--- config.mk ---
export PLATFORM = sky130hd
export DESIGN_NAME = dma_axi_r
export DESIGN_NICKNAME = d
export VERILOG_FILES = /design/src/rtl/dma_axi_r.sv
export SDC_FILE = /design/constraint.sdc
export NUM_CORES = 1
export LEC_CHECK = 0
export ABC_AREA = 1
export BUFFER_PORTS_ARGS = -buffer_cell sky130_fd_sc_hd__buf_2
export CAP_MARGIN = 20
export CORE_ASPECT_RATIO = 1.25
export CORE_UTILIZATION = 36
export CTS_CLUSTER_DIAMETER = 100
export DETAILED_ROUTE_END_ITERATION = 12
export PLACE_DENSITY_LB_ADDON = 0.1
export SETUP_SLACK_MARGIN = 0.2
export SYNTH_ARGS = -nofsm -noshare
export SYNTH_HDL_FRONTEND = slang
export SYNTH_SLANG_ARGS = --single-unit
--- constraint.sdc ---
create_clock -name clk -period 1.6 [get_ports clk]
set_input_delay 0.08 -clock clk [delete_from_list [all_inputs] [get_ports clk]]
set_output_delay 0.08 -clock clk [all_outputs]
set_load 0.05 [all_outputs]
--- src/rtl/dma_axi_r.sv ---
// dma_axi_r: AXI4 read-burst master for a simple DMA databus.
//   A databus request (valid, addr, dma_len) is issued as one INCR burst on the
//   AR channel, and each accepted R beat is handed back on rdata with a ready
//   strobe. At most one burst is outstanding. dma_ready reports idle, error is
//   sticky over a burst (any non-OKAY rresp).
//   Ports: clk, rst (sync, active-high); databus valid/addr/dma_len in,
//   ready/rdata/dma_ready/error out; AXI AR channel out (arready in);
//   AXI R channel in (rready out).
//   Optional: define DMA_AXI_R_RLAST_CHK_EN to also flag beats whose rlast
//   disagrees with the expected final beat.
`ifndef AXI_ADDR_W
`define AXI_ADDR_W 32
`endif
`ifndef AXI_ID_W
`define AXI_ID_W 4
`endif
`ifndef AXI_LEN_W
`define AXI_LEN_W 8
`endif
`ifndef AXI_SIZE_W
`define AXI_SIZE_W 3
`endif
`ifndef AXI_BURST_W
`define AXI_BURST_W 2
`endif
`ifndef AXI_LOCK_W
`define AXI_LOCK_W 1
`endif
`ifndef AXI_CACHE_W
`define AXI_CACHE_W 4
`endif
`ifndef AXI_PROT_W
`define AXI_PROT_W 3
`endif
`ifndef AXI_QOS_W
`define AXI_QOS_W 4
`endif
`ifndef AXI_RESP_W
`define AXI_RESP_W 2
`endif

module dma_axi_r #(
    parameter int DMA_DATA_W = 32,
    parameter int ADDR_W     = `AXI_ADDR_W
) (
    input  logic                     clk,
    input  logic                     rst,
    input  logic                     valid,
    input  logic [ADDR_W-1:0]        addr,
    output logic                     ready,
    output logic [DMA_DATA_W-1:0]    rdata,
    input  logic [`AXI_LEN_W-1:0]    dma_len,
    output logic                     dma_ready,
    output logic                     error,
    output logic [`AXI_ID_W-1:0]     m_axi_arid,
    output logic [ADDR_W-1:0]        m_axi_araddr,
    output logic [`AXI_LEN_W-1:0]    m_axi_arlen,
    output logic [`AXI_SIZE_W-1:0]   m_axi_arsize,
    output logic [`AXI_BURST_W-1:0]  m_axi_arburst,
    output logic [`AXI_LOCK_W-1:0]   m_axi_arlock,
    output logic [`AXI_CACHE_W-1:0]  m_axi_arcache,
    output logic [`AXI_PROT_W-1:0]   m_axi_arprot,
    output logic [`AXI_QOS_W-1:0]    m_axi_arqos,
    output logic                     m_axi_arvalid,
    input  logic                     m_axi_arready,
    input  logic [DMA_DATA_W-1:0]    m_axi_rdata,
    input  logic [`AXI_RESP_W-1:0]   m_axi_rresp,
    input  logic                     m_axi_rlast,
    input  logic                     m_axi_rvalid,
    output logic                     m_axi_rready
);
    localparam int SIZE = $clog2(DMA_DATA_W / 8);

    typedef enum logic [1:0] {R_ADDR_HS = 2'd0, R_DATA = 2'd1} state_t;

    state_t                state, state_nx;
    logic [`AXI_LEN_W:0]   cnt;
    logic [`AXI_LEN_W-1:0] len_r;
    logic                  err_r, rdy_r, last, beat_err;

    assign m_axi_arid    = '0;
    assign m_axi_araddr  = addr;
    assign m_axi_arlen   = dma_len;
    assign m_axi_arsize  = `AXI_SIZE_W'(SIZE);
    assign m_axi_arburst = `AXI_BURST_W'(1);
    assign m_axi_arlock  = '0;
    assign m_axi_arcache = `AXI_CACHE_W'(2);
    assign m_axi_arprot  = `AXI_PROT_W'(2);
    assign m_axi_arqos   = '0;
    assign rdata         = m_axi_rdata;
    assign dma_ready     = rdy_r;
    assign error         = err_r;

    // len_r is latched at the AR handshake so mid-burst dma_len changes are inert
    assign last = cnt == {1'b0, len_r};
`ifdef DMA_AXI_R_RLAST_CHK_EN
    assign beat_err = (m_axi_rresp != '0) || (m_axi_rlast != last);
`else
    logic rlast_unused;
    assign rlast_unused = m_axi_rlast;
    assign beat_err = m_axi_rresp != '0;
`endif

    always_comb begin
        state_nx      = state;
        m_axi_arvalid = 1'b0;
        m_axi_rready  = 1'b0;
        ready         = 1'b0;
        case (state)
            R_ADDR_HS: begin
                m_axi_arvalid = valid;
                state_nx      = (valid && m_axi_arready) ? R_DATA : R_ADDR_HS;
            end
            R_DATA: begin
                m_axi_rready = 1'b1;
                ready        = m_axi_rvalid;
                state_nx     = (m_axi_rvalid && last) ? R_ADDR_HS : R_DATA;
            end
            default: state_nx = R_ADDR_HS;
        endcase
    end

    always_ff @(posedge clk) begin
        if (rst) begin
            state <= R_ADDR_HS;
            cnt   <= '0;
            len_r <= '0;
            err_r <= 1'b0;
            rdy_r <= 1'b1;
        end else begin
            state <= state_nx;
            if (state == R_ADDR_HS) begin
                rdy_r <= !valid;
                if (valid && m_axi_arready) begin
                    cnt   <= '0;
                    len_r <= dma_len;
                    err_r <= 1'b0;
                end
            end else begin
                rdy_r <= 1'b0;
                if (ready) begin
                    cnt <= cnt + 1'b1;
                    if (beat_err)
                        err_r <= 1'b1;
                end
            end
        end
    end
endmodule
==> results of run 1 <==
worst paths after layout:
path | from | slack [ns] | end | cells after the start
setup / recovery | state[0] | 0.30 | ready | 3
hold / removal | dma_len[0] | 0.06 | len_r[0] | 3
setup reg to reg | cnt[1] | 0.36 | cnt[8] | 7
hold reg to reg | len_r[1] | 0.47 | len_r[1] | 2
per-layer routing:
metal / wire length (µm) / vias up / global-route usage [%] / share of wire, %
met2: 1340 / 39 / 19.5 / 46
met5: 0 / - / 0 / 0
met3: 200 / 42 / 2.30 / 6.9
li1: - / 551 / - / -
met1: 1150 / 474 / 12.0 / 39
met4: 221 / 0 / 11.6 / 7.6
worst max-delay path, delay by kind of cell, from the launching register on:
kind	cells	cell delay (ns)
buf+inv	2	0.44
flops	1	0.41
simple gates	1	0.12
final cells by class:
class | instances | area [µm²] | share of cell area, %
Tap cell | 58 | 72.6 | 5.46
Multi-Input combinational cell | 129 | 597 | 44.9
Inverter | 20 | 77.6 | 5.84
Timing Repair Buffer | 27 | 135 | 10.2
Sequential cell | 20 | 405 | 30.5
Clock buffer | 3 | 41.3 | 3.11
layout by cell type (no fill, tap or decap):
cell,netlist,routed
o21ai_0,12,12
nand2_1,39,39
xnor2_1,2,2
inv_4,1,1
nor2_1,25,24
dfxtp_2,0,4
o21ai_2,1,1
nand3_1,6,6
clkbuf_8,0,3
conb_1,2,21
nor3_1,3,3
buf_2,0,27
nor2_2,0,1
o211ai_1,1,1
nand2_4,1,1
nor2_4,3,3
inv_2,1,1
dfxtp_1,20,16
a211oi_1,1,1
or2_2,1,1
ha_1,1,1
inv_1,18,18
nand3_2,1,1
a21oi_1,11,11
power by group:
part           switching (µW)  total, µW  internal, µW  leakage, µW
Sequential               13.6        532           518     0.000165
Combinational             243        298          54.5     0.000411
Clock                     158        325           167    0.0000216
Total                     414       1150           740     0.000597
state kept, by name (all words and copies together), names as in the netlist:
signal / count
len_r: 8
state: 1
dma_ready: 1
cnt: 9
error: 1
per-stage QoR:
stage	hold WS [ns]	instances	instance area, µm²	worst slack, ns
after floorplan	0.149	265	1800	0.307
after global routing	0.0708	257	1330	0.206
after global placement	0.160	254	1280	0.287
after CTS	0.0573	257	1320	0.242
after detailed placement	0.160	254	1280	0.259
final	0.0576	257	1330	0.299
cell families after synthesis:
family,Yosys count
DFF,20
other,2
xor gates and xnor gates,2
AOI/OAI and AO/OA,26
adders and majority gates,1
buffers and inverters,116
and+or+nand+nor,79
what timing repair did:
| action | 4_1_cts | 5_1_grt |
|---|---|---|
| setup endpoints to repair | 0 | 3 |
| hold buffers | 0 | 0 |
| setup buffers | 0 | 0 |
| gates resized for setup | 0 | 4 |
==> summary.md, run 1 <==
| Metric | Value |
|---|---|
| Total negative slack | 0 ns |
| CP max-delay cell | dfxtp_2 |
| Post-synth ARST share | 0% |
| Final period utilization | 81.3% |
| Synth Area in Adders | less than 1% |
| MaxCap Viol Count | 0 |
| Post-synth top cells | buf_4 (94), nand2_1 (39), nor2_1 (25) |
| Vias in the first global route | just over 1000 |
| Worst-path fanout max | 8 |
| Longest Clk Path Bufs | 2 |
| Initial antenna violation count | 0 |
| Status | complete, no violations |
| # DRC | 0 |
| Peak VDD IR | approximately 0.0003 V |
| Fmax | 768 MHz |
| Layout cells sized above 1 | between 20 and 25% |
| Post-synth EDFFs | 0 |
| Total leakage power | ~0.0006 µW |
| Overall power | 1150 µW |
| TritonCTS buffer count | 3 |
| Top_reg_cell synth | dfxtp_1 |
| Core area | 0.00449 mm² |
| Post-Synth XOR/XNOR Area | between 1 and 1.5% |
| CTS tree | yes |
| Tmin final | 1.30 ns |
| Syn Area/Cell | 7.00 µm² |
| # clock sinks | 20 |
| Final Hold Vio Count | 0 |
| Seq/Total Area, Yosys | roughly 23% |
| Boundary Pins | 178 |
| Clock insertion delay at the later pin of the skew report | 0.25 ns |
| Area of the mapped netlist | ~0.0017 mm² |
| Setup-failing EPs final | 0 |
| Post-synthesis cell count | between 200 and 250 |
| Synth unique cells | 23 |
| First-pass GRT wire length | between 4000 and 5000 µm |
| Startpoint Class | flip-flop |
| Vias post-DR | around 1100 |
| Nets@finish | about 280 |
| GP Congestion | ~0.72 |
| Max H-tree Level | 1 |
| First-pass DRT Iterations | 4 |
| Yosys top cell by area | buf_4 |
| Total grt overflow | 0 |
| Share of the synthesized area in the top cell type | about two fifths |
| Drt wl/cell | roughly 11 µm |
| Largest cells by area after synthesis | buf_4 (41%), dfxtp_1 (23%), nand2_1 (8.5%), nor2_1 (5.4%), inv_1 (3.9%) |
| Power per Cell Area | just under 900 mW/mm² |
| CP peak stage delay | around 0.41 ns |
| WL final | between 2000 and 3000 µm |
| Worst setup path class | flip-flop to output pin |
| Top-count cell post-synth | buf_4 |
| RSZ-0062 raised after global routing | false |
| Fill cells | roughly 520 |
| Critical Path AT | between 1 and 1.5 ns |
| Simple-Gate Fraction of Synth Area | about a fifth |
| Root buffer cell | clkbuf_8 |
| Die ar. | between 0.005 and 0.006 mm² |
| Die height | around 79 µm |
| Largest family of logic cells by synthesized area | buffers and inverters |
| Initial DRC Count | 6 |
| Die width | around 64 µm |
| Clock transition at path regs | approximately 0.080 ns |
| Slew Limit Fails | 0 |
| Largest net degree at the start of global routing | 16 |
| Worst path cell trace | nand2_4 > inv_2 > buf_2 |
| Area Growth Syn to Fin | -22.9% |
| Buffers on Ports | 27 |
| Row count | 27 |
| Gr usage total | 11.7% |
| Worst setup EP type | output pin |
| Post-synthesis mux area share | 0% |
| DP Wirelength | about 2200 µm |
| Worst Hold Class | input port to flip-flop |
| Clock skew | between 0.005 and 0.006 ns |
| Post-route ant nets | 0 |
| Required time worst endpoint | between 1.5 and 2 ns |
| Complex-gate fraction of the synthesized area | about 8.1% |
| Util after Layout | just under 30% |
| Antenna Cells | 0 |
| DR vias/cell | about 4.3 |
| Synth Warn # | 0 |
| Yosys reg bits | 20 |
| Initial Utilization | around two fifths |
No activity file was read; power rests on OpenSTA's default activity.
==> inputs of run 2 (changes only) <==
clock period = 1.2 ns   (was 1.6 ns; I/O delays follow)
==> run 2 against run 1 <==
  * Flip-flop and latch count stayed put
  * Critical path depth grew 2
  * Utilization is 5.4 points higher
  * Sequential power rose by 33%
  * Worst hold slack got worse by 0.037 ns
  * Clock power is 60% higher
  * Setup slack got worse by 0.18 ns
  * Cell area increased by 18%
  * Global-route usage increased by 0.32 points
  * Via count up 5.8%
==> summary.md, run 2 (synthesis gave the netlist of run 1 again) <==
| Metric | Value |
|---|---|
| Die width | 63.9 µm (unchanged) |
| CP peak stage delay | 0.43 ns (+0.02 ns) |
| Status | complete, no violations |
| Largest register FFs | 9 (unchanged) |
| Area Growth Syn to Fin | -8.86% |
| Antenna Cells | 0 (unchanged) |
| GP Congestion | 0.754 (+4.7%) |
| Nets@finish | 295 (+4.6%) |
| Power per Cell Area | 1070 mW/mm² (+23%) |
| Drt wl/cell | 11.3 µm (about the same) |
| Setup-failing EPs final | 0 (unchanged) |
| Boundary Pins | 178 (unchanged) |
| Most used cell, CP | nor2_4 |
| Post-Place Setup Slack | 0.0338 ns (-0.225 ns) |
| Clock transition at path regs | 0.08 ns (about the same) |
| RSZ-0062 raised after global routing | true |
| Buffers on Ports | 27 (unchanged) |
| Tmin final | between 1 and 1.5 ns |
| Worst setup EP type | flip-flop |
| Total grt overflow | 0 (unchanged) |
| Initial Utilization | 38.3% (unchanged) |
| Final period utilization | 90.4% |
| Root buffer cell | clkbuf_8 |
| Worst-path fanout max | 6 (-2) |
| Most frequent cells in the layout | nand2_1 (39), buf_2 (24), nor2_1 (22), conb_1 (21), inv_1 (17) |
| Initial DRC Count | 26 (+20) |
| Largest net degree at the start of global routing | 16 (unchanged) |
| Final worst setup slack | 0.115 ns (-0.184 ns) |
| MaxCap Viol Count | 0 (unchanged) |
| DR vias/cell | 4.32 (+0.32%) |
| First-pass GRT wire length | 4730 µm (+2.4%) |
| Total negative slack | 0 ns (unchanged) |
| Fmax | a little over 900 MHz |
| DP Wirelength | 2290 µm (+2.0%) |
| Initial antenna violation count | 0 (unchanged) |
| Peak VDD IR | 0.000534 V (+79%) |
| Slew Limit Fails | 0 (unchanged) |
| Util after Layout | 34.9% (+5.4 points) |
| First-pass DRT Iterations | 4 (unchanged) |
| Post-route ant nets | 0 (unchanged) |
| Max H-tree Level | 1 (unchanged) |
| Vias in the first global route | 1066 (+5.5%) |
| Clock insertion delay at the later pin of the skew report | 0.26 ns (about the same) |
| Final Hold Vio Count | 0 (unchanged) |
| Layout cells sized above 1 | 32.9% (+11 points) |
| Total leakage power | 0.000677 µW (+13%) |
| Worst setup path class | flip-flop to flip-flop |
| Worst Hold Class | input port to flip-flop |
| # clock sinks | 20 (unchanged) |
| Die height | 79.3 µm (unchanged) |
| # DRC | 0 (unchanged) |
| Startpoint Class | flip-flop |
| Hold buffers post-CTS | 0 (unchanged) |
| TritonCTS buffer count | 3 (unchanged) |
| Largest regs | cnt (9), len_r (8) |
| Largest Register | cnt |
| WL final | 3070 µm (+5.4%) |
| Critical Path AT | 1.26 ns (+0.04 ns) |
| Clock skew | 0.00255 ns (-0.00337 ns) |
| Required time worst endpoint | 1.37 ns (-0.15 ns) |
| CP max-delay cell | dfxtp_4 |
| Commonest non-fill, non-tap cell in the layout | nand2_1 |
| Worst path cell trace | nor2_4 > buf_6 > nor2_4 > nor2_1 > a211oi_1 |
| Vias post-DR | 1170 (+5.8%) |
| Longest Clk Path Bufs | 2 (unchanged) |
| WHS | 0.0208 ns (-0.0368 ns) |
| Row count | 27 (unchanged) |
| Gr usage total | 12.0% (+0.32 points) |
| Core area | 0.00449 mm² (unchanged) |
| Die ar. | 0.00507 mm² (unchanged) |
| CTS tree | yes |
==> run 2: changes by cell type in the layout (fill, tap and decap cells not counted), moves of 2 or more <==
cell and delta:
dfxtp_1 -3, buf_6 +3, nor2_4 +2, o21ai_1 +6, nor2_1 -2, buf_4 +11
o21ai_2 +3, nand3_1 -2, buf_2 -3, dfxtp_4 +3, o21ai_0 -9
==> run 2: power breakdown <==
group / switching [µW] / internal [µW] / total, µW
sequential: 23.3 / 686 / 710
combinational: 338 / 106 / 443
clock: 228 / 292 / 520
total: 589 / 1080 / 1670
==> run 2: worst max-delay path, delay by kind of cell, from the launching register on <==
family / cells / cell delay (ns)
buf+inv: 1 / 0.13
simple gates: 3 / 0.30
flops: 1 / 0.43
compound gates: 1 / 0.15
==> run 2: per-layer routing <==
layer / wire (µm) / share of wire [%] / track usage, % / up-vias
li1: - / - / - / 578
met1: 1200 / 39 / 12.2 / 516
met2: 1510 / 49 / 21.3 / 52
met3: 225 / 7.3 / 2.73 / 24
met4: 135 / 4.4 / 9.09 / 0
met5: 0 / 0 / 0 / -
==> run 2: path summary, 6_finish.rpt <==
kind | start | endpoint | slack [ns] | cells after the start
setup / recovery | state[0] | cnt[0] | 0.12 | 5
hold / removal | dma_len[6] | len_r[6] | 0.02 | 3
setup reg to reg | state[0] | cnt[0] | 0.12 | 5
hold reg to reg | len_r[2] | len_r[2] | 0.48 | 2
==> run 2: per-stage QoR <==
stage | cell area [µm²] | instances | power, µW
finish | 1570 | 271 | 1670
global route | 1570 | 271 | 1750
detailed placement | 1350 | 258 | 1130
CTS | 1500 | 267 | 1670
global placement | 1350 | 258 | 1120
floorplan | 1830 | 265 | 1700
==> run 2: repair_timing <==
item	CTS	global route
resized for setup	18	18
endpoints found under the setup margin	20	21
buffers inserted	5	4
pin swaps	13	6
endpoints found under the hold margin	0	0
==> run 2: cell type report <==
class                   instances  area, µm²
clock buffers                   4       55.1
well taps                      58       72.6
flip-flops and latches         20        417
multi-input cells             129        662
inverters                      20       92.6
fillers                       497       2920
repair buffers                 40        272
